[src/rtl/inst_fetch_ctrl.sv]
// Instruction fetch controller: owns the fetch PC, prefetches one word per cycle
// into a circular queue and hands {pc, instr} to decode. Optional halt detection: INST_FETCH_HALT_DETECT_EN.
module inst_fetch_ctrl #(
  parameter int                ADDR_W    = 16,
  parameter int                DATA_W    = 32,
  parameter int                DEPTH     = 4,
  parameter logic [ADDR_W-1:0] RESET_PC  = '0,
  parameter logic [DATA_W-1:0] HALT_WORD = {DATA_W{1'b1}}
) (
  input  logic                     clk,
  input  logic                     rst,
  output logic [ADDR_W-1:0]        imem_addr,
  input  logic [DATA_W-1:0]        imem_data,
  input  logic                     redirect_valid,
  input  logic [ADDR_W-1:0]        redirect_pc,
  output logic                     out_valid,
  input  logic                     out_ready,
  output logic [DATA_W-1:0]        out_instr,
  output logic [ADDR_W-1:0]        out_pc,
`ifdef INST_FETCH_HALT_DETECT_EN
  output logic                     halted,
`endif
  output logic [$clog2(DEPTH):0]   fill_count
);

  localparam int PTR_W = $clog2(DEPTH);
  localparam int CNT_W = PTR_W + 1;

  // Handshake: a transfer to decode happens on a rising edge where out_valid and
  // out_ready are both high; out_valid never depends on out_ready.

  if (DEPTH < 2 || (DEPTH & (DEPTH - 1)) != 0 || $bits(HALT_WORD) != DATA_W) begin : g_param_check
    $error("inst_fetch_ctrl: DEPTH must be a power of two >= 2");
  end

  logic [ADDR_W-1:0] pc_reg;
  logic [ADDR_W-1:0] pc_q    [DEPTH];
  logic [DATA_W-1:0] instr_q [DEPTH];
  logic [PTR_W-1:0]  rd_ptr;
  logic [PTR_W-1:0]  wr_ptr;
  logic [CNT_W-1:0]  count;
  logic              pop;
  logic              push;
  logic              fetch_en;

`ifdef INST_FETCH_HALT_DETECT_EN
  logic halt_r;

  assign fetch_en = ~halt_r;
  assign halted   = halt_r;

  // The halt word itself is still enqueued; only later fetches are blocked.
  always_ff @(posedge clk or posedge rst) begin
    if (rst) begin
      halt_r <= 1'b0;
    end else if (redirect_valid) begin
      halt_r <= 1'b0;
    end else if (push && imem_data == HALT_WORD) begin
      halt_r <= 1'b1;
    end
  end
`else
  assign fetch_en = 1'b1;
`endif

  assign imem_addr  = pc_reg;
  assign fill_count = count;
  assign out_valid  = (count != '0);
  assign pop        = out_valid & out_ready;
  // A full queue may still fetch when the head leaves in the same cycle.
  assign push       = ~redirect_valid & fetch_en & ((count < CNT_W'(DEPTH)) | pop);
  assign out_instr  = out_valid ? instr_q[rd_ptr] : '0;
  assign out_pc     = out_valid ? pc_q[rd_ptr]    : '0;

  always_ff @(posedge clk or posedge rst) begin
    if (rst) begin
      pc_reg <= RESET_PC;
      rd_ptr <= '0;
      wr_ptr <= '0;
      count  <= '0;
    end else if (redirect_valid) begin
      // Flush: any pop this cycle has already been delivered to decode.
      pc_reg <= redirect_pc;
      rd_ptr <= '0;
      wr_ptr <= '0;
      count  <= '0;
    end else begin
      if (push) begin
        pc_reg <= pc_reg + ADDR_W'(1);
        wr_ptr <= wr_ptr + PTR_W'(1);
      end
      if (pop) begin
        rd_ptr <= rd_ptr + PTR_W'(1);
      end
      count <= count + CNT_W'(push) - CNT_W'(pop);
    end
  end

  always_ff @(posedge clk) begin
    if (push) begin
      pc_q[wr_ptr]    <= pc_reg;
      instr_q[wr_ptr] <= imem_data;
    end
  end

endmodule
[config.mk]
export PLATFORM = sky130hd
export DESIGN_NAME = inst_fetch_ctrl
export DESIGN_NICKNAME = d
export VERILOG_FILES = /design/src/rtl/inst_fetch_ctrl.sv
export SDC_FILE = /design/constraint.sdc
export NUM_CORES = 1
export LEC_CHECK = 0
export ABC_AREA = 1
export ABC_CLOCK_PERIOD_IN_PS = 5700
export BUFFER_PORTS_ARGS = -buffer_cell sky130_fd_sc_hd__buf_4
export CAP_MARGIN = 20
export CORE_MARGIN = 8
export CORE_UTILIZATION = 60
export DETAILED_ROUTE_END_ITERATION = 7
export PLACE_DENSITY = 0.83
export REMOVE_ABC_BUFFERS = 1
export SETUP_SLACK_MARGIN = 0.1
export SLEW_MARGIN = 20
export SYNTH_ARGS = -nofsm -noshare
export SYNTH_HDL_FRONTEND = slang
export SYNTH_SLANG_ARGS = --single-unit
[constraint.sdc]
create_clock -name clk -period 5.7 [get_ports clk]
set_input_delay 1.14 -clock clk [delete_from_list [all_inputs] [get_ports clk]]
set_output_delay 1.14 -clock clk [all_outputs]
set_load 0.01 [all_outputs]
==> impl_metrics.yaml, run 1 <==
status:
  outcome: "completed"
synth:
  synth.yosys.seq_area_share: 0.714
  main_combinational_cell_family_by_area_after_synthesis: "simple AND/OR/NAND/NOR gates"
  postSynthAreaPerCell_um2: 11.7
  netlist_area_um2: 8890
  count_of_flip_flops_with_a_built_in_enable_after_synthesis: 192
  synthAdderAreaFrac: 0.0121
  synth_top_flop_cell: "edfxtp_1"
  synth-simple-area-share: 0.125
  synth.most_common_cell: "nor2_1"
  synth.area.mux_share: 0
  synth_seq_cells: 215
  synth_largest_area_cell: "edfxtp_1"
  fraction_of_the_mapped_netlist_area_in_compound_gates: 0.103
  netlist_top_cells_area: "edfxtp_1 65%, nor2_1 8.9%, dfrtp_1 6.5%"
  synthesis.yosys.warnings: 0
  ys_types: 28
  ys_async_sr_fraction: 0.107
  synth_cells: 760
  synth-xor-area-share: 0.00690
  synthDominantCellAreaShare: 0.649
  yosys-top-cells-count: "211 x nor2_1, 192 x edfxtp_1, 56 x o21ai_0"
cells_and_area:
  layout-drive-gt1-share: 0.194
  diodes: 0
  multi_input_area_um2: 2220
  nFillCells: 993
  ff_latch_area_um2: 6350
  layout-area-overhead-vs-synth_pct: 18.5
  finish.net_count: 927
  layoutNonFillerInstCount: 1065
worst_setup_path:
  critical_path.max_fanout: 98
  endpoint: "out_instr[16]"
  required_ps: 4560
  rr_startpoint: "fill_count[2]"
  critical-path-top-delay-family: "flip-flops"
  reg2reg_to: "instr_q[2][6]"
  cp.arrival_ps: 2990
  critPathCaptureType: "output port"
  critical_path_class: "flop to output port"
  worst_path_largest_cell_delay_ps: 1120
  ff2ff_path_depth: 4
  start_kind: "flop"
  critical_path_depth: 4
  crit_path_top_delay_cell: "dfrtp_4"
  crit_buf_inv: 2
  worst_setup_path_startpoint: "rd_ptr[0]"
  cp_cell_sequence: "inv_4 > o21ai_1 > a21oi_1 > buf_4"
  reg2reg_slack_ps: 3070
timing:
  setup_violating_endpoint_count_in_the_final_report: 0
  slew_headroom: 0.292
  hold_violations: 0
  unrepaired_setup_endpoints_after_global_routing: "false"
  fin_crit_sh: 0.725
  maxClockFrequency_mhz: 242
  slew_viol_final: 0
  finalClockSkew_ps: 12.3
  worstMarginPinSlew_ps: 1060
  period_needed_ps: 4130
  setup_tns_ps: 0
clocking:
  cts-resized-gates: 0
  tritoncts: "yes"
  path_clk_slew_ps: 60
  cts_buffer_depth: 3
  cts_hold_buffers: 0
  numCtsBuffers: 21
  clock_tree.htree_level_count: 1
  clockRootBuffer: "clkbuf_16"
  cts_setup_buffers: 0
  clock_sinks: 215
  insertion_delay_ps: 480
run:
  drv.max_cap_violation_count: 0
min_path:
  worst_hold_path_type: "flop to flop"
route:
  drcViolationCount: 0
  vias_per_cell: 5.68
  routed_wl_mm: 19.6
  wl_per_cell_um: 18.4
  drt-pass1-iter-count: 5
  vias: 6050
  drtAntennaViolNets: 0
  detail_route.iter0.violations: 570
floorplanning:
  chipHeight_um: 138
  fp.coreArea_um2: 14500
  num_rows: 44
  initial_core_utilization: 0.614
  floorplan.io_pins: 120
  design.die.area_um2: 19000
  die_x_um: 138
placement:
  finalWeightedCongestion: 0.860
  buffer_ports.inserted: 119
  place_inst: 1027
  detailedPlacementHpwl_mm: 11.6
grt:
  antenna_found_initial: 0
  grt_pass1_wl_mm: 30.2
  track_usage: 0.203
  first_global_vias: 6011
  gr-total-overflow: 0
  maximum_number_of_pins_on_one_net_before_global_route_repair: 99
power:
  p_leak_uw: 0.00400
  power-per-cell-area_nw_per_um2: 458
  ir_drop_mv: 0.391
[metrics by stage]
stage	area [µm²]	hold slack [ps]	setup slack (ps)	power [µW]	utilization
after floorplan	8650	515	1670	2860	-
after global placement	9850	561	2140	3510	0.680
after detailed placement	9850	583	2110	3550	0.680
after CTS	10500	590	1610	4850	0.725
after global routing	10500	617	1410	5060	0.727
final	10500	591	1570	4820	0.727
[routing by layer]
metal | global-route usage | vias to the layer above | share of wire
met3 | 0.0372 | 34 | 0.081
met5 | 0 | - | 0
met1 | 0.268 | 2907 | 0.42
met4 | 0.0501 | 0 | 0.016
li1 | - | 2859 | -
met2 | 0.342 | 250 | 0.49
[worst reg2reg max path, stage by stage, from the launching register on]
cell     delay [ps]
dfrtp_1         420
nand2_1         150
nand2_1         360
nor2_4          900
buf_4           460
[where the power goes]
part | leakage, µW | switching [µW] | total [µW] | internal, µW
Clock | 0.000319 | 542 | 1310 | 764
Combinational | 0.00163 | 814 | 1350 | 538
Sequential | 0.00205 | 191 | 2160 | 1970
Total | 0.00400 | 1550 | 4820 | 3280
[logic make-up after synthesis]
group / after synthesis
compound gates: 174
xor+xnor: 7
fa+ha+maj: 8
buf+inv: 71
flops: 215
simple gates: 285
[placed cells by master (no fill, tap or decap), types with 2 or more instances in the layout]
master and instances:
a21oi_1 52, a22oi_1 14, buf_4 124, bufinv_16 2, clkbuf_1 2, clkbuf_16 21
clkinv_1 4, clkinv_2 6, clkinvlp_4 2, dfrtp_1 21, edfxtp_1 192, ha_1 7
inv_1 26, inv_2 3, nand2_1 51, nand3_1 15, nand4_1 3, nor2_1 207
nor2_2 3, nor2_4 5, o21ai_0 56, o21ai_1 49, o21bai_1 2, xnor2_1 5
xor2_1 2
[registers in the layout, indices dropped and copies added, names as in the netlist]
| name | flops |
|---|---|
| instr_q | 128 |
| pc_q | 64 |
| imem_addr | 16 |
| fill_count | 3 |
| rd_ptr | 2 |
| wr_ptr | 2 |
[worst min path at each step]
stage / slack [ps] / cells after the start / startpoint / to
6_report: 590 / 1 / wr_ptr[0] / wr_ptr[0]
5_1_grt: 620 / 1 / wr_ptr[0] / wr_ptr[0]
4_1_cts: 590 / 1 / wr_ptr[0] / wr_ptr[0]
3_3_place_gp: 560 / 1 / wr_ptr[0] / wr_ptr[0]
2_1_floorplan: 520 / 1 / wr_ptr[0] / wr_ptr[0]
3_5_place_dp: 580 / 1 / wr_ptr[0] / wr_ptr[0]
[cell type report]
cell class | instances | share of cell area
clock buffer | 23 | 0.0506
clock inverter | 14 | 0.0114
multi-input combinational | 474 | 0.211
sequential | 215 | 0.603
tap | 184 | 0.0219
timing repair buffer | 125 | 0.0910
inverter | 30 | 0.0109
Note: power is estimated with default switching activity, not from simulation.
==> run 2: changes to the inputs <==
- ABC_CLOCK_PERIOD_IN_PS: 5700 -> 4100
- CORE_UTILIZATION: 60 -> 57
- PLACE_DENSITY: 0.83 -> 0.79
- clock period: 5.7 -> 4.1 ns (I/O delays scaled with it)
==> impl_metrics.yaml, run 2 (synthesis results as in run 1) <==
cells_and_area:
  most-common-layout-cells: "207 x nor2_1, 192 x edfxtp_1, 124 x buf_4"
  layout-drive-gt1-share: 0.187
  diodes: 0
  layout.core_utilization: 0.693
  largest_register_ff_count: 128
  layout-area-overhead-vs-synth_pct: 18.5
  regMostFlops: "instr_q"
  finish.net_count: 929
  mostFrequentLayoutCell: "nor2_1"
timing:
  period_needed_ps: 3410
  slew_headroom: 0.317
  unrepaired_setup_endpoints_after_global_routing: "false"
  setup_tns_ps: 0
  setup_violating_endpoint_count_in_the_final_report: 0
  postLayoutSetupSlackWorst_ps: 695
  hold_violations: 0
  worstMarginPinSlew_ps: 1020
  maxClockFrequency_mhz: 294
  slew_viol_final: 0
  finalClockSkew_ps: 6.24
  fin_crit_sh: 0.831
clocking:
  cts_hold_buffers: 0
  cts_setup_buffers: 0
  insertion_delay_ps: 490
  clockRootBuffer: "clkbuf_16"
  clock_sinks: 215
  clock_tree.htree_level_count: 1
  tritoncts: "yes"
  cts_buffer_depth: 3
  cts-resized-gates: 0
  numCtsBuffers: 22
  path_clk_slew_ps: 60
worst_setup_path:
  cp_cell_sequence: "buf_4 > nor2_1 > nor2_1 > o21ai_0 > a21oi_1 > buf_4"
  critical-path-top-delay-family: "buffers and inverters"
  required_ps: 3280
  critical_path.max_fanout: 67
  crit_path_top_delay_cell: "dfrtp_4"
  start_kind: "flop"
  critPathCaptureType: "output port"
  crit_buf_inv: 2
  cp.arrival_ps: 2590
  worst_path_largest_cell_delay_ps: 650
  critical_path_class: "flop to output port"
route:
  drtAntennaViolNets: 0
  wl_per_cell_um: 17.7
  vias_per_cell: 5.55
  drt-pass1-iter-count: 5
  vias: 5947
  routed_wl_mm: 19.0
  detail_route.iter0.violations: 533
  drcViolationCount: 0
power:
  power-per-cell-area_nw_per_um2: 632
  p_leak_uw: 0.00399
  ir_drop_mv: 0.422
grt:
  grt_pass1_wl_mm: 30.1
  first_global_vias: 5838
  maximum_number_of_pins_on_one_net_before_global_route_repair: 98
  track_usage: 0.187
  gr-total-overflow: 0
  antenna_found_initial: 0
floorplanning:
  initial_core_utilization: 0.585
  num_rows: 45
  chipHeight_um: 141
  die_x_um: 141
  fp.coreArea_um2: 15200
  floorplan.io_pins: 120
  design.die.area_um2: 19800
status:
  outcome: "completed"
run:
  drv.max_cap_violation_count: 0
min_path:
  worst_hold_path_type: "input port to flop"
placement:
  preCtsSetupSlack_ps: 1180
  detailedPlacementHpwl_mm: 11.3
  finalWeightedCongestion: 0.840
  buffer_ports.inserted: 119
[run 2: final cells by class]
type	instances	area, µm²
clock buffers	28	594
clock inverters	11	46.3
fillers	1070	4670
inverters	30	115
multi-input cells	474	2220
flip-flops and latches	215	6350
well taps	188	235
repair buffers	126	971
[run 2: path summary, 6_finish.rpt]
check	start	endpoint	slack, ps	cells past startpoint
worst min register to register	wr_ptr[0]	wr_ptr[0]	560	1
worst max-delay path	rd_ptr[0]	out_pc[4]	690	6
min in group asynchronous	rst	imem_addr[6]	540	2
worst max register to register	fill_count[2]	fill_count[2]	1810	9
worst min-delay path	imem_data[17]	instr_q[1][17]	530	1
max in group asynchronous	rst	rd_ptr[0]	2900	2
[run 2: metrics by stage]
step	hold WS, ps	instance area (µm²)	instances	total power [µW]
6_report	532	10500	1072	6660
5_1_grt	514	10500	1072	7020
4_1_cts	518	10500	1072	6710
2_1_floorplan	515	8650	719	3970
3_5_place_dp	561	9890	1033	4950
3_3_place_gp	549	9890	1033	4910
[run 2: power breakdown]
group | internal, µW | total (µW) | switching (µW)
clock network | 1020 | 1770 | 755
registers | 2740 | 2940 | 198
logic | 751 | 1950 | 1190
[run 2: routing by layer]
| metal | global-route usage | wire length, µm | up-vias |
|---|---|---|---|
| met4 | 0.0362 | 250 | 0 |
| met2 | 0.298 | 8830 | 237 |
| met1 | 0.260 | 8500 | 2813 |
| li1 | - | - | 2875 |
| met3 | 0.0405 | 1430 | 22 |
| met5 | 0 | 0 | - |
[run 2: worst reg2reg max path: stages (launching register included)]
cell and delay, ps:
dfrtp_1 420, nand2_1 150, nand2_1 360, ha_1 420, inv_1 50, ha_1 130, inv_1 50, fa_1 380
o21ai_0 160, a21oi_1 50
